==> src/rtl/fifo_rd_sched.sv <==
// Round-robin burst read scheduler sharing one sink between NCH sample FIFOs.
// Define FIFO_RD_SCHED_STRICT_PRI_EN for fixed lowest-index-first arbitration.
module fifo_rd_sched #(
    parameter int NCH       = 2,
    parameter int BURST_LEN = 16,
    parameter int CH_WID    = (NCH > 2) ? $clog2(NCH) : 1,
    parameter int CNT_WID   = 5
) (
    input  logic              clk,
    input  logic              rstn,
    input  logic              enable,
    input  logic [NCH-1:0]    rempty,
    input  logic              dst_ready,
    output logic [NCH-1:0]    rinc,
    output logic [CH_WID-1:0] grant_ch,
    output logic              busy,
    output logic              data_vld,
    output logic [CH_WID-1:0] data_ch,
    output logic              burst_done
);

    typedef enum logic [1:0] {
        IDLE  = 2'd0,
        BURST = 2'd1,
        GAP   = 2'd2
    } state_t;

    state_t              state_r;
    state_t              state_s;
    logic [CH_WID-1:0]   grant_ch_r;
    logic [CH_WID-1:0]   last_grant_r;
    logic [CH_WID-1:0]   pick_s;
    logic [CNT_WID-1:0]  beat_cnt_r;
    logic                pop_s;
    logic [NCH-1:0]      rinc_s;
    logic                data_vld_r;
    logic [CH_WID-1:0]   data_ch_r;
    logic                burst_done_r;

    // Arbitration scan; the first non-empty channel in scan order wins.
    function automatic logic [CH_WID-1:0] arb_pick(input logic [NCH-1:0] empty,
                                                   input logic [CH_WID-1:0] last);
        logic [CH_WID-1:0] sel;
        logic              found;
        int                idx;
        sel   = '0;
        found = 1'b0;
        for (int k = 0; k < NCH; k++) begin
`ifdef FIFO_RD_SCHED_STRICT_PRI_EN
            idx = k + (int'(last) & 0);
`else
            idx = (int'(last) + k + 1) % NCH;
`endif
            sel   = (!found && !empty[idx]) ? CH_WID'(idx) : sel;
            found = found | ~empty[idx];
        end
        return sel;
    endfunction

    assign pick_s = arb_pick(rempty, last_grant_r);

    // Next-state and pop strobe; a dry or disabled channel exits without popping.
    always_comb begin
        state_s = state_r;
        rinc_s  = '0;
        pop_s   = 1'b0;
        case (state_r)
            IDLE: begin
                if (enable && !(&rempty)) begin
                    state_s = BURST;
                end else begin
                    state_s = IDLE;
                end
            end
            BURST: begin
                pop_s              = enable & dst_ready & ~rempty[grant_ch_r];
                rinc_s[grant_ch_r] = pop_s;
                if (!enable || rempty[grant_ch_r]) begin
                    state_s = GAP;
                end else if (pop_s && (beat_cnt_r == CNT_WID'(BURST_LEN - 1))) begin
                    state_s = GAP;
                end else begin
                    state_s = BURST;
                end
            end
            GAP: begin
                state_s = IDLE;
            end
            default: begin
                state_s = IDLE;
            end
        endcase
    end

    // State register.
    always_ff @(posedge clk or negedge rstn) begin
        if (!rstn) begin
            state_r <= IDLE;
        end else begin
            state_r <= state_s;
        end
    end

    // Grant capture, beat counting and round-robin history.
    always_ff @(posedge clk or negedge rstn) begin
        if (!rstn) begin
            grant_ch_r   <= '0;
            beat_cnt_r   <= '0;
            last_grant_r <= CH_WID'(NCH - 1);
        end else begin
            if (state_r == IDLE && state_s == BURST) begin
                grant_ch_r <= pick_s;
                beat_cnt_r <= '0;
            end else if (pop_s) begin
                beat_cnt_r <= beat_cnt_r + CNT_WID'(1);
            end else begin
                beat_cnt_r <= beat_cnt_r;
            end
            if (state_r == GAP) begin
                last_grant_r <= grant_ch_r;
            end else begin
                last_grant_r <= last_grant_r;
            end
        end
    end

    // Read-data tag stream trails the pop by the one-cycle RAM latency.
    always_ff @(posedge clk or negedge rstn) begin
        if (!rstn) begin
            data_vld_r   <= 1'b0;
            data_ch_r    <= '0;
            burst_done_r <= 1'b0;
        end else begin
            data_vld_r   <= pop_s;
            data_ch_r    <= pop_s ? grant_ch_r : data_ch_r;
            burst_done_r <= (state_s == GAP);
        end
    end

    assign rinc       = rinc_s;
    assign grant_ch   = grant_ch_r;
    assign busy       = (state_r == BURST);
    assign data_vld   = data_vld_r;
    assign data_ch    = data_ch_r;
    assign burst_done = burst_done_r;

endmodule
==> config.mk <==
export PLATFORM = sky130hd
export DESIGN_NAME = fifo_rd_sched
export DESIGN_NICKNAME = d
export VERILOG_FILES = /design/src/rtl/fifo_rd_sched.sv
export SDC_FILE = /design/constraint.sdc
export NUM_CORES = 1
export LEC_CHECK = 0
export CAP_MARGIN = 30
export CORE_MARGIN = 2
export CORE_UTILIZATION = 45
export CTS_CLUSTER_DIAMETER = 40
export DETAILED_ROUTE_END_ITERATION = 8
export HOLD_SLACK_MARGIN = 0.15
export PLACE_DENSITY = 0.72
export SYNTH_ARGS = -nofsm -noshare
export SYNTH_HDL_FRONTEND = slang
export SYNTH_SLANG_ARGS = --single-unit
export TNS_END_PERCENT = 5
==> constraint.sdc <==
create_clock -name clk -period 4.2 [get_ports clk]
set_clock_uncertainty 0.15 [all_clocks]
set_input_delay 0.84 -clock clk [delete_from_list [all_inputs] [get_ports clk]]
set_output_delay 0.84 -clock clk [all_outputs]
set_load 0.03 [all_outputs]
==> results of run 1 <==
[power by group]
part	total (mW)	switching (mW)	internal (mW)
Sequential	0.164	0.0231	0.141
Clock	0.0741	0.0373	0.0368
Combinational	0.131	0.0668	0.0646
[area by class of cell]
type                    count  area (um2)
clock buffers               4        26.3
fillers                   119         515
multi-input cells          36         288
inverters                   4        15.0
flip-flops and latches     12         302
well taps                  15        18.8
repair buffers             12         120
[worst paths after layout]
| path | end |
|---|---|
| hold reg to reg | data_ch |
| hold / removal | data_ch |
| setup / recovery | rinc[1] |
| min in group asynchronous | burst_done |
| setup reg to reg | beat_cnt_r[0] |
| max in group asynchronous | last_grant_r |
[kinds of logic (layout without fill, tap and decap cells)]
group	Yosys count	after routing	synth area share, %
flops	12	12	49.0
mux	5	5	9.96
compound gates	14	14	17.1
simple gates	15	15	15.7
buf+inv	5	20	4.27
fa+ha+maj	2	2	4.06
[cells in the final DEF, fill, tap and decap left out, types with 2 or more instances in the layout]
cell type,instances
clkdlybuf4s50_1,12
dfrtp_1,11
inv_1,3
nand3_1,3
clkbuf_4,3
nand2_1,2
nand2b_1,2
a31oi_1,2
o21ai_0,2
mux2_2,2
ha_1,2
[synth_stat cells]
cell type / instances
and4b_1: 1
nor3b_2: 1
o31ai_1: 1
ha_1: 2
mux2i_2: 1
inv_2: 1
buf_6: 1
a22o_1: 1
a211o_1: 1
and3_1: 1
nand2b_1: 2
o21ai_0: 2
nand3_1: 3
o31a_1: 1
nor2b_1: 1
nand2_1: 2
mux2_2: 2
dfrtp_1: 11
nor4_1: 1
a21o_1: 1
mux2_4: 1
a31oi_1: 2
nand2_2: 1
o21a_1: 1
nand4b_1: 1
o21ai_1: 1
o2bb2ai_1: 1
a22oi_2: 1
mux2i_1: 1
inv_1: 3
dfstp_2: 1
a211oi_1: 1
nor3_1: 1
[layer usage]
layer | GRT usage [%] | wire (um) | vias to the layer above
li1 | - | - | 228
met1 | 20.1 | 508 | 207
met2 | 26.6 | 499 | 11
met3 | 8.15 | 63 | 2
met4 | 5.00 | 9 | 0
met5 | 0 | 0 | -
[state kept, by name (all words and copies together), names as in the netlist]
signal,flops
state_r,2
data_vld,1
beat_cnt_r,5
grant_ch,1
burst_done,1
data_ch,1
last_grant_r,1
[per-stage QoR]
step / cells / hold WS, ns / area, um2 / total power, mW / setup slack, ns
after floorplan: 53 / 0.302 / 616 / 0.250 / 1.41
after global placement: 79 / 0.325 / 743 / 0.297 / 0.587
after detailed placement: 79 / 0.318 / 743 / 0.297 / 0.558
after CTS: 83 / 0.346 / 769 / 0.372 / 0.555
after global routing: 83 / 0.358 / 769 / 0.392 / 0.456
final: 83 / 0.339 / 769 / 0.369 / 0.556
==> flow_summary.json, run 1 <==
{
  "outcome": "complete, no violations",
  "yosysTopAreaCell": "dfrtp_1",
  "drive_gt1_share_pct": 17.6,
  "dpl.hpwl_um": 764,
  "gp_congestion": 0.748,
  "root_buffer": "clkbuf_4",
  "io-pin-count": 13,
  "die-area_um2": 1680,
  "cp_num_cells": 4,
  "fin_setup_tns_ns": 0,
  "chipHeight_um": 41.0,
  "antenna_left": 0,
  "final_hold_viol_count": 0,
  "finalCoreUtilization_pct": 59.9,
  "startpoint_type": "input pin",
  "drc": 0,
  "r2r.worst_path.cells": 3,
  "critical_path_required_ns": 3.21,
  "worstSetupPathType": "in2out",
  "synthesis.area_um2": 616,
  "seq_area_frac_synth_pct": 49.0,
  "slew_violations": 0,
  "clock_sinks": 12,
  "cp_slowest_stage_delay_ns": 0.69,
  "cpMostUsedCell": "clkdlybuf4s50_1",
  "num_vias": 448,
  "drt_wl_total_mm": 1.08,
  "grt_antenna_before_repair": 0,
  "path_max_fanout": 8,
  "postCtsSetupBuffers": 0,
  "crit_buf_inv": 2,
  "endpoint_kind": "output pin",
  "nets": 77,
  "critical_path_arrival_ns": 2.65,
  "first_global_vias": 419,
  "p_leak_nw": 0.352,
  "start_util_pct": 47.9,
  "startpoint": "enable",
  "grt_max_degree": 13,
  "max_freq_mhz": 274,
  "synth_cell_types": 33,
  "crit_slowest_cell": "clkdlybuf4s50_1",
  "area_delta_synth_final_pct": 25.0,
  "finalCriticalPeriod_ns": 3.64,
  "numCtsBuffers": 3,
  "viasPerCell": 5.40,
  "io_buffers": 12,
  "max_slew.worst_pin.slew_ns": 0.528,
  "num_rows": 13,
  "path_cells": "clkdlybuf4s50_1 > nand4b_1 > nor3b_2 > clkdlybuf4s50_1",
  "cts_tree": "done",
  "synth_area_leaders": "dfrtp_1 (45%), dfstp_2 (4.3%), ha_1 (4.1%), mux2_2 (3.7%), nand3_1 (2.4%)",
  "syn_nets": 61,
  "clock_path_buffers": 2,
  "r2r_slack_ns": 2.58,
  "clk_pin_slew_ns": 0.07,
  "powerDensity_nw_per_um2": 480,
  "finalSetupViolCount": 0,
  "maxSlewHeadroom_pct": 64.7,
  "synth_warnings": 0,
  "grt_overflow": 0,
  "regToRegStartpoint": "grant_ch",
  "grt_setup_unrepaired": "no",
  "holdPathStages": 1,
  "drv_cap": 0,
  "avgSynthCellArea_um2": 11.6,
  "crit_family": "buffers and inverters",
  "first_pass_iters": 4,
  "holdCritPathClass": "reg2reg",
  "grtUsageTotal_pct": 16.9,
  "diodes": 0,
  "die_w_um": 41.0,
  "synth_top_area_share_pct": 44.7,
  "wire_per_inst_um": 13.0,
  "drtIter0Drc": 5,
  "postSynthCellCount": 53,
  "min-delay-start": "data_ch",
  "clk_latency_ns": 0.27,
  "cts-resized-gates": 0,
  "timing.final.crit_share_pct": 86.8,
  "grt_pass1_wl_mm": 1.76,
  "synth-seq-cells": 12,
  "core-area_um2": 1280,
  "peakVddDrop_mv": 0.206,
  "cts_hold_buf": 0,
  "cts_htree_levels": 1
}
(Power assumes the default switching activity.)
==> run 2, diff against run 1 <==
--- a/config.mk
+++ b/config.mk
@@ -7,10 +7,11 @@
 export LEC_CHECK = 0
 export CAP_MARGIN = 30
 export CORE_MARGIN = 2
-export CORE_UTILIZATION = 45
+export CORE_UTILIZATION = 43
 export CTS_CLUSTER_DIAMETER = 40
 export DETAILED_ROUTE_END_ITERATION = 8
 export HOLD_SLACK_MARGIN = 0.15
+export MAX_ROUTING_LAYER = met4
 export PLACE_DENSITY = 0.72
 export SYNTH_ARGS = -nofsm -noshare
 export SYNTH_HDL_FRONTEND = slang
==> constraint.sdc (replaced) <==
create_clock -name clk -period 3 [get_ports clk]
set_clock_uncertainty 0.15 [all_clocks]
set_input_delay 0.6 -clock clk [delete_from_list [all_inputs] [get_ports clk]]
set_output_delay 0.6 -clock clk [all_outputs]
set_load 0.03 [all_outputs]
==> run 2 against run 1 <==
Compared with the run above:
- clock power up 73%
- highest routed layer unchanged
- worst hold slack better by 0.0048 ns
- utilization fell by 0.53 points
- via count fell by 1.3%
- critical endpoint unchanged
- global-route usage is 1.2 points lower
- sequential power increased by 41%
- largest power group unchanged
- largest cell class unchanged
- sequential share of layout area is 0.63 points lower
- critical path depth unchanged
- final cell count is 1.2% higher
- non-clock buffer count grew 1
==> flow_summary.json, run 2 (same netlist as run 1, synthesis figures left out) <==
{
  "seq_area_um2": 302,
  "numCtsBuffers": 3,
  "drt_wl_total_mm": 1.11,
  "area_delta_synth_final_pct": 27.0,
  "timing.final.crit_share_pct": 84.0,
  "power.total_mw": 0.542,
  "cts_htree_levels": 1,
  "io_buffers": 12,
  "top_regs": "beat_cnt_r: 5 flops, state_r: 2 flops",
  "core-area_um2": 1320,
  "clock_path_buffers": 2,
  "drtIter0Drc": 6,
  "path_max_fanout": 4,
  "final_common_cell": "dfrtp_1",
  "grt_overflow": 0,
  "p_leak_nw": 0.367,
  "critical_path_required_ns": 2.25,
  "nets": 78,
  "cts-resized-gates": 0,
  "grt_max_degree": 13,
  "worstSetupPathType": "in2out",
  "cts_hold_buf": 0,
  "clock_sinks": 12,
  "num_rows": 13,
  "endpoint_kind": "output pin",
  "grt_pass1_wl_mm": 1.88,
  "grt_setup_unrepaired": "no",
  "startpoint_type": "input pin",
  "outcome": "complete, no violations",
  "fin_setup_tns_ns": 0,
  "antenna_left": 0,
  "peakVddDrop_mv": 0.292,
  "first_pass_iters": 4,
  "die-area_um2": 1750,
  "drive_gt1_share_pct": 23.2,
  "postCtsSetupBuffers": 0,
  "drc": 0,
  "finalCriticalPeriod_ns": 2.52,
  "grtUsageTotal_pct": 15.6,
  "fill_cells": 109,
  "drv_cap": 0,
  "gp_congestion": 0.744,
  "finalCoreUtilization_pct": 59.4,
  "num_vias": 442,
  "final_hold_viol_count": 0,
  "chipHeight_um": 41.8,
  "crit_slowest_cell": "clkdlybuf4s50_1",
  "cts_tree": "done",
  "holdCritPathClass": "reg2reg",
  "cp_slowest_stage_delay_ns": 0.51,
  "die_w_um": 41.8,
  "diodes": 0,
  "critical_path_arrival_ns": 1.77,
  "io-pin-count": 13,
  "max_slew.worst_pin.slew_ns": 0.505,
  "wire_per_inst_um": 13.2,
  "viasPerCell": 5.26,
  "clk_pin_slew_ns": 0.07,
  "path_cells": "clkdlybuf4s50_1 > nand4b_1 > nor3b_2 > buf_4",
  "root_buffer": "clkbuf_4",
  "dpl.hpwl_um": 848,
  "maxSlewHeadroom_pct": 66.2,
  "max_freq_mhz": 397,
  "finalSetupViolCount": 0,
  "top_register": "beat_cnt_r",
  "start_util_pct": 46.7,
  "grt_antenna_before_repair": 0,
  "slew_violations": 0,
  "clk_latency_ns": 0.28,
  "first_global_vias": 427,
  "powerDensity_nw_per_um2": 693,
  "multi_input_area_um2": 288,
  "final_cell_mix": "dfrtp_1 (11), clkdlybuf4s50_1 (10)",
  "largest_reg_flops": 5
}
-- run 2: cell types whose count changed in the layout (fill, tap and decap cells not counted) --
cell             delta
buf_4               +3
clkbuf_1            -1
clkbuf_8            +1
clkdlybuf4s50_1     -2
-- run 2: final timing paths --
kind | from | endpoint | cells after the start | slack, ns
max | dst_ready | rinc[1] | 4 | 0.48
min | beat_cnt_r[2] | beat_cnt_r[2] | 1 | 0.34
max reg2reg | grant_ch | beat_cnt_r[0] | 3 | 1.41
min reg2reg | beat_cnt_r[2] | beat_cnt_r[2] | 1 | 0.34
max in group asynchronous | rstn | last_grant_r | 1 | 1.84
min in group asynchronous | rstn | state_r[0] | 1 | 0.50
-- run 2: layer usage --
| layer | part of all wire (%) | global-route usage (%) | vias up |
|---|---|---|---|
| met5 | 0 | - | - |
| met4 | 3.1 | 9.68 | 0 |
| met3 | 6.5 | 8.70 | 5 |
| met2 | 44 | 22.2 | 11 |
| met1 | 47 | 16.8 | 195 |
| li1 | - | - | 231 |
-- run 2: critical path: cells and delay by family --
| kind | cells | cell delay (ns) |
|---|---|---|
| buf+inv | 2 | 0.70 |
| simple gates | 2 | 0.48 |
-- run 2: area by class of cell --
type	count	share of cell area [%]
Timing Repair Buffer	13	15.7
Sequential cell	12	38.6
Tap cell	15	2.40
Multi-Input combinational cell	36	36.8
Clock buffer	4	4.64
Inverter	4	1.92
-- run 2: report_power, final --
part / total (mW) / switching, mW / internal [mW]
registers: 0.231 / 0.0335 / 0.197
clock network: 0.128 / 0.0536 / 0.0739
logic: 0.184 / 0.0927 / 0.0910
total: 0.542 / 0.180 / 0.362
-- run 2: stage by stage --
stage	hold slack [ns]	worst slack, ns	instances	area, um2
after global routing	0.357	0.376	84	782
after detailed placement	0.320	0.484	80	746
after CTS	0.345	0.476	84	782
after global placement	0.326	0.501	80	746
after floorplan	0.154	0.690	53	616
final	0.343	0.480	84	782
==> run 3, diff against run 2 <==
==> constraint.sdc (replaced) <==
create_clock -name clk -period 2.3 [get_ports clk]
set_clock_uncertainty 0.15 [all_clocks]
set_input_delay 0.46 -clock clk [delete_from_list [all_inputs] [get_ports clk]]
set_output_delay 0.46 -clock clk [all_outputs]
set_load 0.03 [all_outputs]
==> run 3 against run 2 <==
Compared with the run above:
- worst setup slack worse by 0.39 ns
- sequential share of layout area unchanged
- clock power up 5%
- combinational power up 32%
- utilization unchanged
- die area unchanged
- critical endpoint unchanged
- highest routed layer unchanged
==> flow_summary.json, run 3 (same netlist as run 1, synthesis figures left out) <==
{
  "outcome": "complete, no violations",
  "crit_slowest_cell": "clkdlybuf4s50_1",
  "grt_max_degree": 13,
  "place_area_um2": 753,
  "antenna_left": 0,
  "cp_slowest_stage_delay_ns": 0.50,
  "gp_congestion": 0.772,
  "grt_antenna_before_repair": 0,
  "largest_reg_flops": 5,
  "worstSetupPathType": "in2out",
  "pre_cts_slack_ns": 0.0708,
  "timing.rr.end": "beat_cnt_r[0]",
  "fill_cells": 104,
  "endpoint_kind": "output pin",
  "root_buffer": "clkbuf_4",
  "startpoint_type": "input pin",
  "holdPathStages": 1,
  "num_vias": 466,
  "wire_per_inst_um": 14.2,
  "io-pin-count": 13,
  "fin_setup_tns_ns": 0,
  "nets": 79,
  "clk_pin_slew_ns": 0.07,
  "slew_violations": 0,
  "maxSlewHeadroom_pct": 64.6,
  "die_w_um": 41.8,
  "multi_input_area_um2": 288,
  "timing.final.crit_share_pct": 96.1,
  "finalCriticalPeriod_ns": 2.21,
  "final_common_cell": "dfrtp_1",
  "regToRegStartpoint": "grant_ch",
  "io_buffers": 12,
  "final_hold_viol_count": 0,
  "cts_hold_buf": 0,
  "min_to": "data_ch",
  "clock_sinks": 12,
  "start_util_pct": 46.7,
  "busiest_layer": "met2",
  "fin_area_um2": 782,
  "finalCoreUtilization_pct": 59.4,
  "globalRouteMet1Util_pct": 19.2,
  "critical_path_arrival_ns": 1.60,
  "path_cells": "clkdlybuf4s50_1 > nand4b_1 > nor3b_2 > buf_4",
  "powerDensity_nw_per_um2": 868,
  "first_pass_iters": 4,
  "num_rows": 13,
  "instances_no_fill": 85,
  "area_delta_synth_final_pct": 27.0,
  "finalSetupViolCount": 0,
  "path_max_fanout": 4,
  "seq_area_um2": 302,
  "grt_overflow": 0,
  "final_cell_mix": "dfrtp_1 (11), clkdlybuf4s50_1 (9), buf_4 (4)",
  "crit_buf_inv": 2,
  "cts_htree_levels": 1,
  "clk_latency_ns": 0.27,
  "numCtsBuffers": 3,
  "min-delay-start": "data_ch",
  "crit_family": "buffers and inverters",
  "critical_path_required_ns": 1.69,
  "drtIter0Drc": 8,
  "grtUsageTotal_pct": 16.2,
  "use_met2_pct": 25.0,
  "drt_wl_total_mm": 1.21,
  "chipHeight_um": 41.8,
  "p_leak_nw": 0.381,
  "drc": 0,
  "clock_path_buffers": 2,
  "r2r.worst_path.cells": 3,
  "dpl.cell_count": 81,
  "cts_tree": "done",
  "grt_pass1_wl_mm": 2.06,
  "finalWorstSetupSlack_ns": 0.0892,
  "r2r_slack_ns": 0.70,
  "drv_cap": 0,
  "viasPerCell": 5.48,
  "first_global_vias": 481,
  "diodes": 0,
  "drive_gt1_share_pct": 22.9,
  "top_regs": "beat_cnt_r: 5 flops, state_r: 2 flops",
  "die-area_um2": 1750,
  "top_register": "beat_cnt_r",
  "grt_setup_unrepaired": "yes",
  "peakVddDrop_mv": 0.441,
  "grt_use_met3_pct": 3.48,
  "holdCritPathClass": "reg2reg",
  "core-area_um2": 1320,
  "dpl.hpwl_um": 906,
  "max_slew.worst_pin.slew_ns": 0.530,
  "max_freq_mhz": 452
}
-- run 3: per-stage QoR --
stage	hold WS, ns	total power, mW
6_report	0.338	0.679
5_1_grt	0.357	0.713
4_1_cts	0.341	0.686
3_5_place_dp	0.319	0.548
3_3_place_gp	0.314	0.544
2_1_floorplan	0.0144	0.457
-- run 3: worst max path at each step --
stage	endpoint	cells after the start	startpoint	slack, ns
floorplan	rinc[0]	3	enable	0.27
global placement	rinc[1]	4	dst_ready	0.09
detailed placement	rinc[1]	4	dst_ready	0.07
CTS	busy	3	state_r[1]	0.03
global route	rinc[1]	4	dst_ready	-0.02
finish	rinc[1]	4	dst_ready	0.09
-- run 3: area by class of cell --
type                       count  share of cell area [%]
sequential                    12                    38.6
clock buffer                   4                    3.36
inverter                       4                    1.92
multi-input combinational     36                    36.8
timing repair buffer          14                    17.0
tap                           15                    2.40
-- run 3: timing repair --
item / CTS / global route
gates resized for setup: 0 / 1
setup endpoints to repair: 0 / 2
buffers inserted: 0 / 0
-- run 3: metal layers --
metal / part of all wire, % / up-vias
met5: 0 / -
met4: 1.2 / 0
met3: 4.8 / 2
met2: 46 / 8
met1: 48 / 224
li1: - / 232
-- run 3: power by group --
part,total (mW),switching [mW],internal (mW)
combinational,0.243,0.124,0.118
sequential,0.301,0.0437,0.257
clock,0.135,0.0681,0.0671
